<file path="config.mk">
export PLATFORM = sky130hd
export DESIGN_NAME = load_align_unit
export DESIGN_NICKNAME = d
export VERILOG_FILES = /design/src/rtl/load_align_pkg.sv /design/src/rtl/load_extract.sv /design/src/rtl/load_align_unit.sv
export SDC_FILE = /design/constraint.sdc
export NUM_CORES = 1
export LEC_CHECK = 0
export CAP_MARGIN = 15
export CORE_MARGIN = 2
export CORE_UTILIZATION = 44
export DETAILED_ROUTE_END_ITERATION = 12
export PLACE_DENSITY = 0.78
export SYNTH_ARGS = -nofsm -noshare
export SYNTH_HDL_FRONTEND = slang
export SYNTH_SLANG_ARGS = --single-unit
export TNS_END_PERCENT = 100
</file>
<file path="constraint.sdc">
create_clock -name clk -period 2.9 [get_ports clk]
set_input_delay 0.87 -clock clk [delete_from_list [all_inputs] [get_ports clk]]
set_output_delay 0.87 -clock clk [all_outputs]
set_load 0.005 [all_outputs]
</file>
<file path="src/rtl/load_align_pkg.sv">
// Shared types and helpers for the load alignment unit.
// Build option: MISALIGNED_LOAD_EN adds the two-word (REQ1/WAIT1) states.
package load_align_pkg;

   typedef enum logic [2:0] {
      LSEL_NONE  = 3'b000,
      LSEL_LH    = 3'b001,
      LSEL_LW    = 3'b010,
      LSEL_LB    = 3'b011,
      LSEL_LBU   = 3'b100,
      LSEL_LHU   = 3'b101,
      LSEL_LUI   = 3'b110,
      LSEL_AUIPC = 3'b111
   } lsel_e;

   typedef enum logic [2:0] {
      S_IDLE  = 3'd0,
      S_REQ0  = 3'd1,
      S_WAIT0 = 3'd2,
      S_DONE  = 3'd5
`ifdef MISALIGNED_LOAD_EN
      , S_REQ1  = 3'd3,
      S_WAIT1 = 3'd4
`endif
   } state_e;

   function automatic logic is_load(lsel_e op);
      return op inside {LSEL_LB, LSEL_LBU, LSEL_LH, LSEL_LHU, LSEL_LW};
   endfunction

   // True when the access touches bytes in the following word
   function automatic logic spans(lsel_e op, logic [1:0] off);
      case (op)
         LSEL_LH, LSEL_LHU: return off == 2'd3;
         LSEL_LW:           return off != 2'd0;
         default:           return 1'b0;
      endcase
   endfunction

endpackage

</file>
<file path="src/rtl/load_extract.sv">
// Byte selection and sign/zero extension for loaded data.
module load_extract
   import load_align_pkg::*;
(
   input  logic [2:0]  op,
   input  logic [1:0]  off,
   input  logic [63:0] words,
   output logic [31:0] data
);

   logic [31:0] shifted;

   // Drop the bytes below the load address, then size and extend the result
   always_comb begin
      shifted = 32'(words >> {off, 3'b000});
      case (lsel_e'(op))
         LSEL_LB:  data = {{24{shifted[7]}}, shifted[7:0]};
         LSEL_LBU: data = {24'h000000, shifted[7:0]};
         LSEL_LH:  data = {{16{shifted[15]}}, shifted[15:0]};
         LSEL_LHU: data = {16'h0000, shifted[15:0]};
         LSEL_LW:  data = shifted;
         default:  data = '0;
      endcase
   end

endmodule

</file>
<file path="src/rtl/load_align_unit.sv">
// Load alignment unit: issues one or two word reads and aligns the result.
// Build option: MISALIGNED_LOAD_EN enables two-beat loads for accesses that
// cross a word boundary; without it such loads return an error immediately.
module load_align_unit
   import load_align_pkg::*;
#(
   parameter int unsigned ADDR_W  = 32,
   parameter int unsigned TIMEOUT = 16
) (
   input  logic              clk,
   input  logic              rst,
   input  logic              req_valid,
   output logic              req_ready,
   input  logic [2:0]        lsel,
   input  logic [ADDR_W-1:0] addr,
   input  logic [31:0]       immediate,
   input  logic [31:0]       pc,
   output logic              resp_valid,
   output logic [31:0]       resp_data,
   output logic              resp_err,
   output logic              mem_req,
   output logic [ADDR_W-1:0] mem_addr,
   input  logic              mem_rvalid,
   input  logic [31:0]       mem_rdata
);

   localparam int unsigned CNT_W = (TIMEOUT > 1) ? $clog2(TIMEOUT) : 1;
`ifdef MISALIGNED_LOAD_EN
   localparam bit SPLIT_EN = 1'b1;
`else
   localparam bit SPLIT_EN = 1'b0;
`endif

   state_e           state;
   lsel_e            op_q;
   logic [1:0]       off_q;
   logic [31:0]      word0_q;
`ifdef MISALIGNED_LOAD_EN
   logic [31:0]      word1_q;
`endif
   logic [CNT_W-1:0] cnt;

   lsel_e            op_in;
   logic [31:0]      direct_data;
   logic [31:0]      load_data;
   logic [63:0]      words;
   logic             timed_out;

   assign op_in     = lsel_e'(lsel);
   assign timed_out = (cnt == CNT_W'(TIMEOUT - 1));

   // Feed the extractor the beat arriving this cycle so the result registers on entry to DONE
   always_comb begin
      words[31:0] = (state == S_WAIT0) ? mem_rdata : word0_q;
`ifdef MISALIGNED_LOAD_EN
      words[63:32] = (state == S_WAIT1) ? mem_rdata : word1_q;
`else
      words[63:32] = '0;
`endif
   end

   // Results of the operations that need no memory access
   always_comb begin
      direct_data = '0;
      if (op_in == LSEL_LUI)
         direct_data = immediate;
      else if (op_in == LSEL_AUIPC)
         direct_data = immediate + pc;
   end

   load_extract u_extract (
      .op    (op_q),
      .off   (off_q),
      .words (words),
      .data  (load_data)
   );

   // Control FSM with registered outputs
   always_ff @(posedge clk) begin
      if (rst) begin
         state      <= S_IDLE;
         req_ready  <= 1'b1;
         resp_valid <= 1'b0;
         resp_data  <= '0;
         resp_err   <= 1'b0;
         mem_req    <= 1'b0;
         mem_addr   <= '0;
         op_q       <= LSEL_NONE;
         off_q      <= '0;
         word0_q    <= '0;
`ifdef MISALIGNED_LOAD_EN
         word1_q    <= '0;
`endif
         cnt        <= '0;
      end else begin
         case (state)
            S_IDLE: begin
               if (req_valid) begin
                  op_q      <= op_in;
                  off_q     <= addr[1:0];
                  req_ready <= 1'b0;
                  cnt       <= '0;
                  if (!is_load(op_in)) begin
                     state      <= S_DONE;
                     resp_valid <= 1'b1;
                     resp_data  <= direct_data;
                  end else if (!SPLIT_EN && spans(op_in, addr[1:0])) begin
                     state      <= S_DONE;
                     resp_valid <= 1'b1;
                     resp_err   <= 1'b1;
                  end else begin
                     state    <= S_REQ0;
                     mem_req  <= 1'b1;
                     mem_addr <= {addr[ADDR_W-1:2], 2'b00};
                  end
               end
            end
            S_REQ0: begin
               mem_req <= 1'b0;
               state   <= S_WAIT0;
            end
            S_WAIT0: begin
               if (mem_rvalid) begin
                  word0_q <= mem_rdata;
                  cnt     <= '0;
`ifdef MISALIGNED_LOAD_EN
                  if (spans(op_q, off_q)) begin
                     state    <= S_REQ1;
                     mem_req  <= 1'b1;
                     mem_addr <= mem_addr + ADDR_W'(4);
                  end else
`endif
                  begin
                     state      <= S_DONE;
                     resp_valid <= 1'b1;
                     resp_data  <= load_data;
                  end
               end else if (timed_out) begin
                  state      <= S_DONE;
                  resp_valid <= 1'b1;
                  resp_err   <= 1'b1;
               end else begin
                  cnt <= cnt + 1'b1;
               end
            end
`ifdef MISALIGNED_LOAD_EN
            S_REQ1: begin
               mem_req <= 1'b0;
               state   <= S_WAIT1;
            end
            S_WAIT1: begin
               if (mem_rvalid) begin
                  word1_q    <= mem_rdata;
                  state      <= S_DONE;
                  resp_valid <= 1'b1;
                  resp_data  <= load_data;
               end else if (timed_out) begin
                  state      <= S_DONE;
                  resp_valid <= 1'b1;
                  resp_err   <= 1'b1;
               end else begin
                  cnt <= cnt + 1'b1;
               end
            end
`endif
            S_DONE: begin
               resp_valid <= 1'b0;
               resp_err   <= 1'b0;
               resp_data  <= '0;
               req_ready  <= 1'b1;
               state      <= S_IDLE;
            end
            default: state <= S_IDLE;
         endcase
      end
   end

endmodule

</file>
==> results.cfg, run 1 <==
[run_status]
status = finished, final reports clean

[global_route]
antenna_found_initial = 0
grt_max_degree = 47
track_usage_pct = 27.9
grt_pass1_vias = 7492
grt.overflow.total = 0
grt_pass1_wl_um = 37400

[routing]
via_count = 8092
drt-total-wl_um = 24900
firstDrtPassIters = 6
wl_per_cell_um = 17.4
drc_errors = 0
ant_nets = 0
drt_iter0_markers = 716
vias_per_cell = 5.65

[die]
dieArea_um2 = 16700
die_y_um = 129
fp.dieW_um = 129
boundaryPins = 203
core-area_um2 = 15300
start_util_pct = 45.3
num_rows = 45

[synthesis]
synth_edf_count = 0
ys_seq_area_share_pct = 31.0
post_synth_inst_count = 902
postSynth.asyncResetShare_pct = 0
synth_simple_gate_area_share_pct = 19.6
yosys_warnings = 0
synthMuxAreaShare_pct = 10.2
synth_top_family_by_area = compound AO/OA/AOI/OAI gates
synth_xor_area_share_pct = 2.91
ys_types = 67
syn_area_per_cell_um2 = 7.66
synth-seq-cells = 107
synth_compound_area_share_pct = 25.6
synth_fa_ha_area_share_pct = 6.08
synth_flop_cell = dfxtp_1
syn_area_um2 = 6910

[layout]
num_antenna_cells = 0
syn_to_final_growth_pct = 58.7
drive_gt1_share_pct = 21.1
layout.nets = 1385
fill_cells = 1184
stdcell_area_um2 = 11000
fin_util_pct = 71.9

[min_path]
hold_depth = 2
hp-class = reg2reg

[critical_path]
crit_type = in2reg
r2r_cells = 9
start_kind = input port
max_stage_delay_ps = 520
worstPathCellList = clkdlybuf4s50_1 -> ha_4 -> a21oi_2 -> o21ai_2 -> nand3_1 -> nand2_2 -> o41ai_4 -> buf_4 -> o311ai_4 -> buf_6 -> a21oi_2 -> o41ai_2
critPathMaxFanout = 4
crit_path_frequent_cell = a21oi_2
cpMaxStageDelayCell = clkdlybuf4s50_1
crit_arrival_ps = 3100
worstPathRequired_ps = 3140
end_kind = flip-flop

[power_and_ir_drop]
p_leak_nw = 4.58
pwr-share-clk_pct = 28.4
pwr-share-comb_pct = 35.9
swShare_pct = 31.7
vdd_drop_max_mv = 0.511
p_int_mw = 3.15
switchingPower_mw = 1.46
p_per_area_nw_per_um2 = 421
pwr-share-seq_pct = 35.7

[clock_tree]
ctsHtreeMaxLevel = 3
cts_tree = done
clkSinkCount = 107
cts_made_buffers = 9
clockRootBuffer = clkbuf_16
path_clk_slew_ps = 80
cts_buffer_depth = 2
clk_latency_ps = 350
ctsHoldBuffers = 0

[place]
place.gp.congestion = 0.966
placed_area_um2 = 10100
port_buffers = 200
dp_hpwl_um = 18900
dp_slack_ps = -697

[sta]
min_period_over_period_pct = 98.7
max_freq_mhz = 349
clock_skew_ps = 10.3
drv_slew = 0
timing.final.ws_setup_ps = 36.7
min_period_ps = 2860
worstMarginPinSlew_ps = 499
slew_headroom_pct = 65.8
hold_slack_ps = 456
setup_viol = 0
hold_viol = 0

[job]
cap_violations = 0
-- routing by layer --
layer  part of all wire (%)  wire, µm  vias up  global-route usage (%)
met5                      0         0        -                       0
met4                    3.6       893        0                    11.0
met3                    6.9      1720       72                    4.17
met2                     47     11700      347                    45.4
met1                     42     10500     3796                    37.5
li1                       -         -     3877                       -
-- worst max-delay path: cells and delay by family --
family,cells,cell delay [ps]
AOI/OAI and AO/OA,6,940
adders and majority gates,1,240
and+or+nand+nor,2,190
buffers and inverters,3,870
-- synth_stat cells, types with 9 or more instances --
cell type | instances | area share [%]
ha_1 | 32 | 5.8
mux2i_1 | 48 | 7.0
a21oi_1 | 138 | 10
o22ai_1 | 10 | 0.91
o21ai_0 | 49 | 3.5
clkbuf_1 | 51 | 2.8
dfxtp_1 | 107 | 31
xor2_1 | 13 | 1.6
nand3_1 | 19 | 1.4
nor3_1 | 13 | 0.94
nand2_1 | 161 | 8.7
a21o_1 | 21 | 2.3
xnor2_1 | 10 | 1.3
nor2_1 | 61 | 3.3
a31oi_1 | 11 | 1.0
inv_1 | 12 | 0.65
o211ai_1 | 9 | 0.98
-- registers in the layout, indices dropped and copies added (netlist names) --
signal      count
resp_data      32
resp_err        1
resp_valid      1
req_ready       1
off_q           2
word0_q        29
op_q            3
mem_req         1
mem_addr       30
state           3
cnt             4
-- worst paths after layout --
check | startpoint | end | slack (ps)
max | pc[14] | resp_data[27] | 40
min | mem_addr[24] | mem_addr[24] | 460
max reg2reg | state[2] | resp_data[25] | 210
min reg2reg | mem_addr[24] | mem_addr[24] | 460
-- logic make-up after synthesis --
kind of cell,Yosys count
DFF,107
and+or+nand+nor,306
xor gates and xnor gates,23
AOI/OAI and AO/OA,294
buffers and inverters,76
muxes,62
other,1
adders and majority gates,33
-- power by group through the flow --
stage,sequential [mW],clock [mW],combinational (mW)
final,1.65,1.31,1.66
after global routing,1.66,1.38,1.78
after CTS,1.65,1.32,1.55
after detailed placement,1.68,0,1.51
after global placement,1.68,0,1.49
after floorplan,1.66,0,0.711
-- what timing repair did --
action                                  CTS  global route
resized for setup                        37            72
endpoints found under the setup margin   20            19
pin swaps                                32            32
buffers inserted                          5             5
-- metrics by stage --
stage	setup TNS [ps]	power, mW	std cells
3_3_place_gp	-10210	3.16	1408
3_5_place_dp	-11990	3.19	1408
4_1_cts	-2.75	4.52	1429
2_1_floorplan	0	2.37	903
5_1_grt	-87.0	4.82	1433
6_report	0	4.61	1433
-- placed cells by master, fill, tap and decap left out, types with 11 or more instances in the layout --
| cell | instances |
|---|---|
| ha_4 | 17 |
| mux2i_1 | 48 |
| a21oi_2 | 13 |
| o21ai_0 | 44 |
| nor3_1 | 12 |
| a31oi_1 | 11 |
| dlymetal6s2s_1 | 19 |
| buf_4 | 160 |
| dfxtp_1 | 107 |
| inv_1 | 11 |
| ha_1 | 15 |
| nand2_1 | 159 |
| a21o_1 | 21 |
| a21oi_1 | 124 |
| xor2_1 | 13 |
| nand3_1 | 19 |
| nor2_1 | 60 |
| clkdlybuf4s50_1 | 170 |
-- final cells by class --
class | instances | area (µm²) | share of cell area [%]
clock buffer | 9 | 225 | 2.05
clock inverter | 7 | 90.1 | 0.821
inverter | 13 | 48.8 | 0.445
multi-input combinational | 720 | 4890 | 44.6
sequential | 107 | 2140 | 19.5
tap | 211 | 264 | 2.41
timing repair buffer | 366 | 3310 | 30.2
No activity file was read; power rests on OpenSTA's default activity.
==> run 2, diff against run 1 <==
- HOLD_SLACK_MARGIN: not set -> 0.05
==> results of run 2 <==
The final DEF is identical to that of run 1; final timing and power are the same.
==> edit 1, RTL diff (config.mk and constraints of run 1) <==
`SPLIT_EN`: 1'b0 -> 1'b1.
--- a/src/rtl/load_align_unit.sv
+++ b/src/rtl/load_align_unit.sv
@@ -29,5 +29,5 @@
    localparam bit SPLIT_EN = 1'b1;
 `else
-   localparam bit SPLIT_EN = 1'b0;
+   localparam bit SPLIT_EN = 1'b1;
 `endif
 
Check against the original RTL: not equivalent (a bounded check fails within 4 cycles, from zero or initial values and one cycle with rst high).
==> edit 1 against run 1 <==
Power is 2.4% higher. Cell area rose by 2.8%. Worst hold slack got worse by 2.7 ps. Sequential cell count increased by 1. Clock power about the same. Fmax decreased by 0.29%. Die area up 3.0%. Setup slack got worse by 8.2 ps. Routed wire length rose by 8.4%. First-iteration DRC count rose by 11%. Area after synthesis grew 3.1%.
==> edit 1: results <==
power_and_ir_drop:
  power.switching_mw: 1.544
  finalPower_mw: 4.728
  p_leak_nw: 4.360
  peakVddDrop_mv: 0.4412
drt:
  firstDrtPassIters: 5
  drt_wl_total_um: 26980
  via_per_inst: 5.721
  wl_per_cell_um: 18.48
  drtIter0Drc: 795
critical_path:
  reg2reg_depth: 7
  cp.arrival_ps: 3170
  cp_slowest_stage_delay_ps: 430
  reg2reg_to: "resp_data[15]"
  cp_slowest_cell: "or4_1"
  timing.rr.start: "state[1]"
  crit_family: "simple AND/OR/NAND/NOR gates"
  critPathMaxFanout: 2
synthesis:
  ys_warn_count: 0
  avgSynthCellArea_um2: 7.790
  synthTopCellsByArea: "dfxtp_1 30%, nand2_1 9.3%, a21oi_1 8.1%"
  synthArstFlopShare_pct: 0
  ys_seq_area_share_pct: 30.33
  synth_common_cells: "177 x nand2_1, 116 x a21oi_1, 108 x dfxtp_1"
  synthDistinctLibCells: 78
place:
  dp_cells: 1425
  dp_hpwl_um: 19740
  gp_congestion: 0.9653
timing:
  finClkSkew_ps: 9.582
  worst_pin_slew_ps: 744.7
finish:
  drive_above_1_share_pct: 23.31
  reg_top3: "resp_data (32), mem_addr (30), word0_q (30)"
clock_tree:
  cts_buffer_depth: 2
  h-tree-depth: 3
  numCtsBuffers: 9
  worstSkewPairLatency_ps: 350
worst_hold_path:
  hold_depth: 2
  holdPathEnd: "mem_addr[11]"
  hp-class: "reg -> reg"
  hp-start: "mem_addr[11]"
global_routing:
  grt_pass1_vias: 8103
  grt_pass1_wl_um: 41260
  grt.total_usage_pct: 29.40
  grt_max_degree: 59
status:
  status: "finished, final reports clean"
==> edit 1: what timing repair did <==
| item | 4_1_cts | 5_1_grt |
|---|---|---|
| setup buffers | 13 | 7 |
| gates resized for setup | 97 | 72 |
| pin swaps | 48 | 32 |
| setup endpoints to repair | 18 | 17 |
==> edit 1: layer usage <==
metal | GRT usage [%] | vias to the layer above | routed length [um] | part of all wire, %
li1 | - | 3952 | - | -
met5 | 0 | - | 0 | 0
met2 | 48.45 | 448 | 12470 | 46
met4 | 10.57 | 0 | 914 | 3.4
met1 | 36.81 | 3868 | 11210 | 42
met3 | 8.256 | 84 | 2374 | 8.8
==> edit 1: power by group through the flow <==
stage               combinational (mW)  clock (mW)  sequential (mW)
floorplan                        0.767           0             1.68
global placement                  1.53           0             1.68
detailed placement                1.55           0             1.69
CTS                               1.64        1.32             1.65
global route                      1.88        1.38             1.67
finish                            1.76        1.31             1.66
==> edit 1: worst max-delay path by stage <==
stage	start	slack, ps	endpoint	cells after the start
floorplan	immediate[17]	3	resp_data[28]	10
global placement	immediate[1]	-610	resp_data[29]	11
detailed placement	immediate[12]	-690	resp_data[29]	11
CTS	pc[3]	2	resp_data[29]	10
global route	pc[19]	-60	resp_data[29]	12
finish	immediate[11]	30	resp_data[29]	10
==> edit 1: final cells by class <==
class	count	area, um^2
multi-input combinational	733	5216
fill	1247	4606
timing repair buffer	371	3261
sequential	108	2162
tap	216	270.3
clock buffer	9	225.2
clock inverter	7	85.08
inverter	16	60.06
==> edit 1: cell families after synthesis <==
group                      Yosys count  share of synthesized area [%]
adders and majority gates           33                          5.898
AOI/OAI and AO/OA                  290                          26.00
DFF                                108                          30.33
and+or+nand+nor                    323                          20.34
muxes                               59                          9.549
xor gates and xnor gates            26                          3.195
other                                1                        0.05261
buffers and inverters               75                          4.634
==> edit 1: worst min-delay path, stage by stage (launching register included) <==
cell     delay [ps]
dfxtp_1         310
nand2_1          50
a21oi_1          50
==> edit 1: through the flow <==
step	setup slack, ps	hold slack [ps]	instance area [um^2]
after detailed placement	-685.4	445.8	10350
after global placement	-610.9	439.2	10350
final	28.55	453.7	11280
after CTS	2.484	456.0	10990
after global routing	-55.16	469.1	11280
after floorplan	3.287	433.4	7192
==> edit 2, RTL diff (flow settings as in run 1) <==
Without the edit above. Encoding of `state_e`: now Gray code (2 bits for 4 states).
--- a/src/rtl/load_align_pkg.sv
+++ b/src/rtl/load_align_pkg.sv
@@ -14,9 +14,9 @@
    } lsel_e;
 
-   typedef enum logic [2:0] {
-      S_IDLE  = 3'd0,
-      S_REQ0  = 3'd1,
-      S_WAIT0 = 3'd2,
-      S_DONE  = 3'd5
+   typedef enum logic [1:0] {
+      S_IDLE  = 2'b00,
+      S_REQ0  = 2'b01,
+      S_WAIT0 = 2'b11,
+      S_DONE  = 2'b10
 `ifdef MISALIGNED_LOAD_EN
       , S_REQ1  = 3'd3,
Check against the original RTL: same outputs for any inputs over 4 cycles, from zero or initial values and one cycle with rst high; so few cycles prove little.
==> edit 2 against run 1 <==
The run now ends with setup timing left. Count of clock-buffer cells in the layout unchanged. Worst hold slack got worse by 2.3 ps. Area after synthesis grew 1.2%. Clock power rose by 3%. Power down 0.71%. Sequential cell count rose by 2. Combinational power shrank 5%. Setup slack got worse by 410 ps. Core utilization down 2.5 points. Cell area is 0.57% lower. Routed wire length decreased by 1.1%. Non-clock buffer count decreased by 20.
==> edit 2: results <==
synthesis:
  synthDistinctLibCells: 74
  synth_common_cells: "188 x nand2_1, 141 x a21oi_1, 109 x dfxtp_1"
  ys_seq_area_share_pct: 31.20
finish:
  reg_top3: "resp_data (32), word0_q (32), mem_addr (30)"
  seq_cell_count: 109
  drive_above_1_share_pct: 22.47
  buffers_excl_clock: 346
  sh_seq_area_pct: 20.01
drt:
  wl_met1_um: 10310
  firstDrtPassIters: 5
  wl_per_cell_um: 17.20
  drtIter0Drc: 800
status:
  violations: "setup timing"
  status: "complete, but fails checks"
power_and_ir_drop:
  comb_power_share_pct: 34.2
  p_leak_nw: 4.320
  internal-power_mw: 3.123
critical_path:
  cp_slowest_cell: "or4_4"
  cp.arrival_ps: 3500
  r2r_slack_ps: 330
place:
  dp_hpwl_um: 17650
  gp_congestion: 0.9138
timing:
  fin_ws_ps: -375.2
  setup_viol: 13
global_routing:
  grt_pass1_wl_um: 37130
==> edit 2: changes by cell type in the layout (fill, tap and decap cells not counted), sizes merged, moves of 11 or more <==
cell          before  now
o21ai             49   79
nand2            161  189
a211oi             5   18
nor2              61   48
dlymetal6s2s      19    7
nand3             19    8
==> edit 2: final timing paths <==
check        depth (start not counted)       endpoint
max                                 11  resp_data[27]
min                                  2    word0_q[10]
max reg2reg                          9  resp_data[22]
min reg2reg                          2    word0_q[10]
==> edit 2: logic make-up (layout without fill, tap and decap cells) <==
group / Yosys count / after routing / synth area share, %
other: 1 / 2 / 0.05362
and+or+nand+nor: 295 / 295 / 18.01
muxes: 51 / 51 / 7.603
xor gates and xnor gates: 23 / 23 / 2.880
adders and majority gates: 33 / 33 / 6.011
AOI/OAI and AO/OA: 331 / 331 / 29.21
buffers and inverters: 75 / 371 / 5.027
DFF: 109 / 109 / 31.20
==> edit 2: metrics by stage <==
| step | setup slack, ps | instance area, um^2 | hold WS, ps | setup TNS [ps] | util, % |
|---|---|---|---|---|---|
| floorplan | -280.3 | 7064 | 432.9 | -1502 | - |
| global placement | -929.6 | 10030 | 436.8 | -16120 | 63.83 |
| detailed placement | -987.1 | 10030 | 436.0 | -17600 | 63.83 |
| CTS | -307.7 | 10690 | 457.2 | -1088 | 68.03 |
| global route | -481.2 | 10910 | 474.0 | -2988 | 69.41 |
| finish | -375.2 | 10910 | 454.1 | -1789 | 69.41 |
==> edit 2: worst register-to-register path: stages, from the launching register on <==
cell,delay [ps]
dfxtp_1,490
nand2_4,210
mux2i_1,210
mux4_2,510
nand2_1,150
o2111ai_4,160
buf_4,200
a21oi_1,260
a211oi_1,110
a21oi_1,180
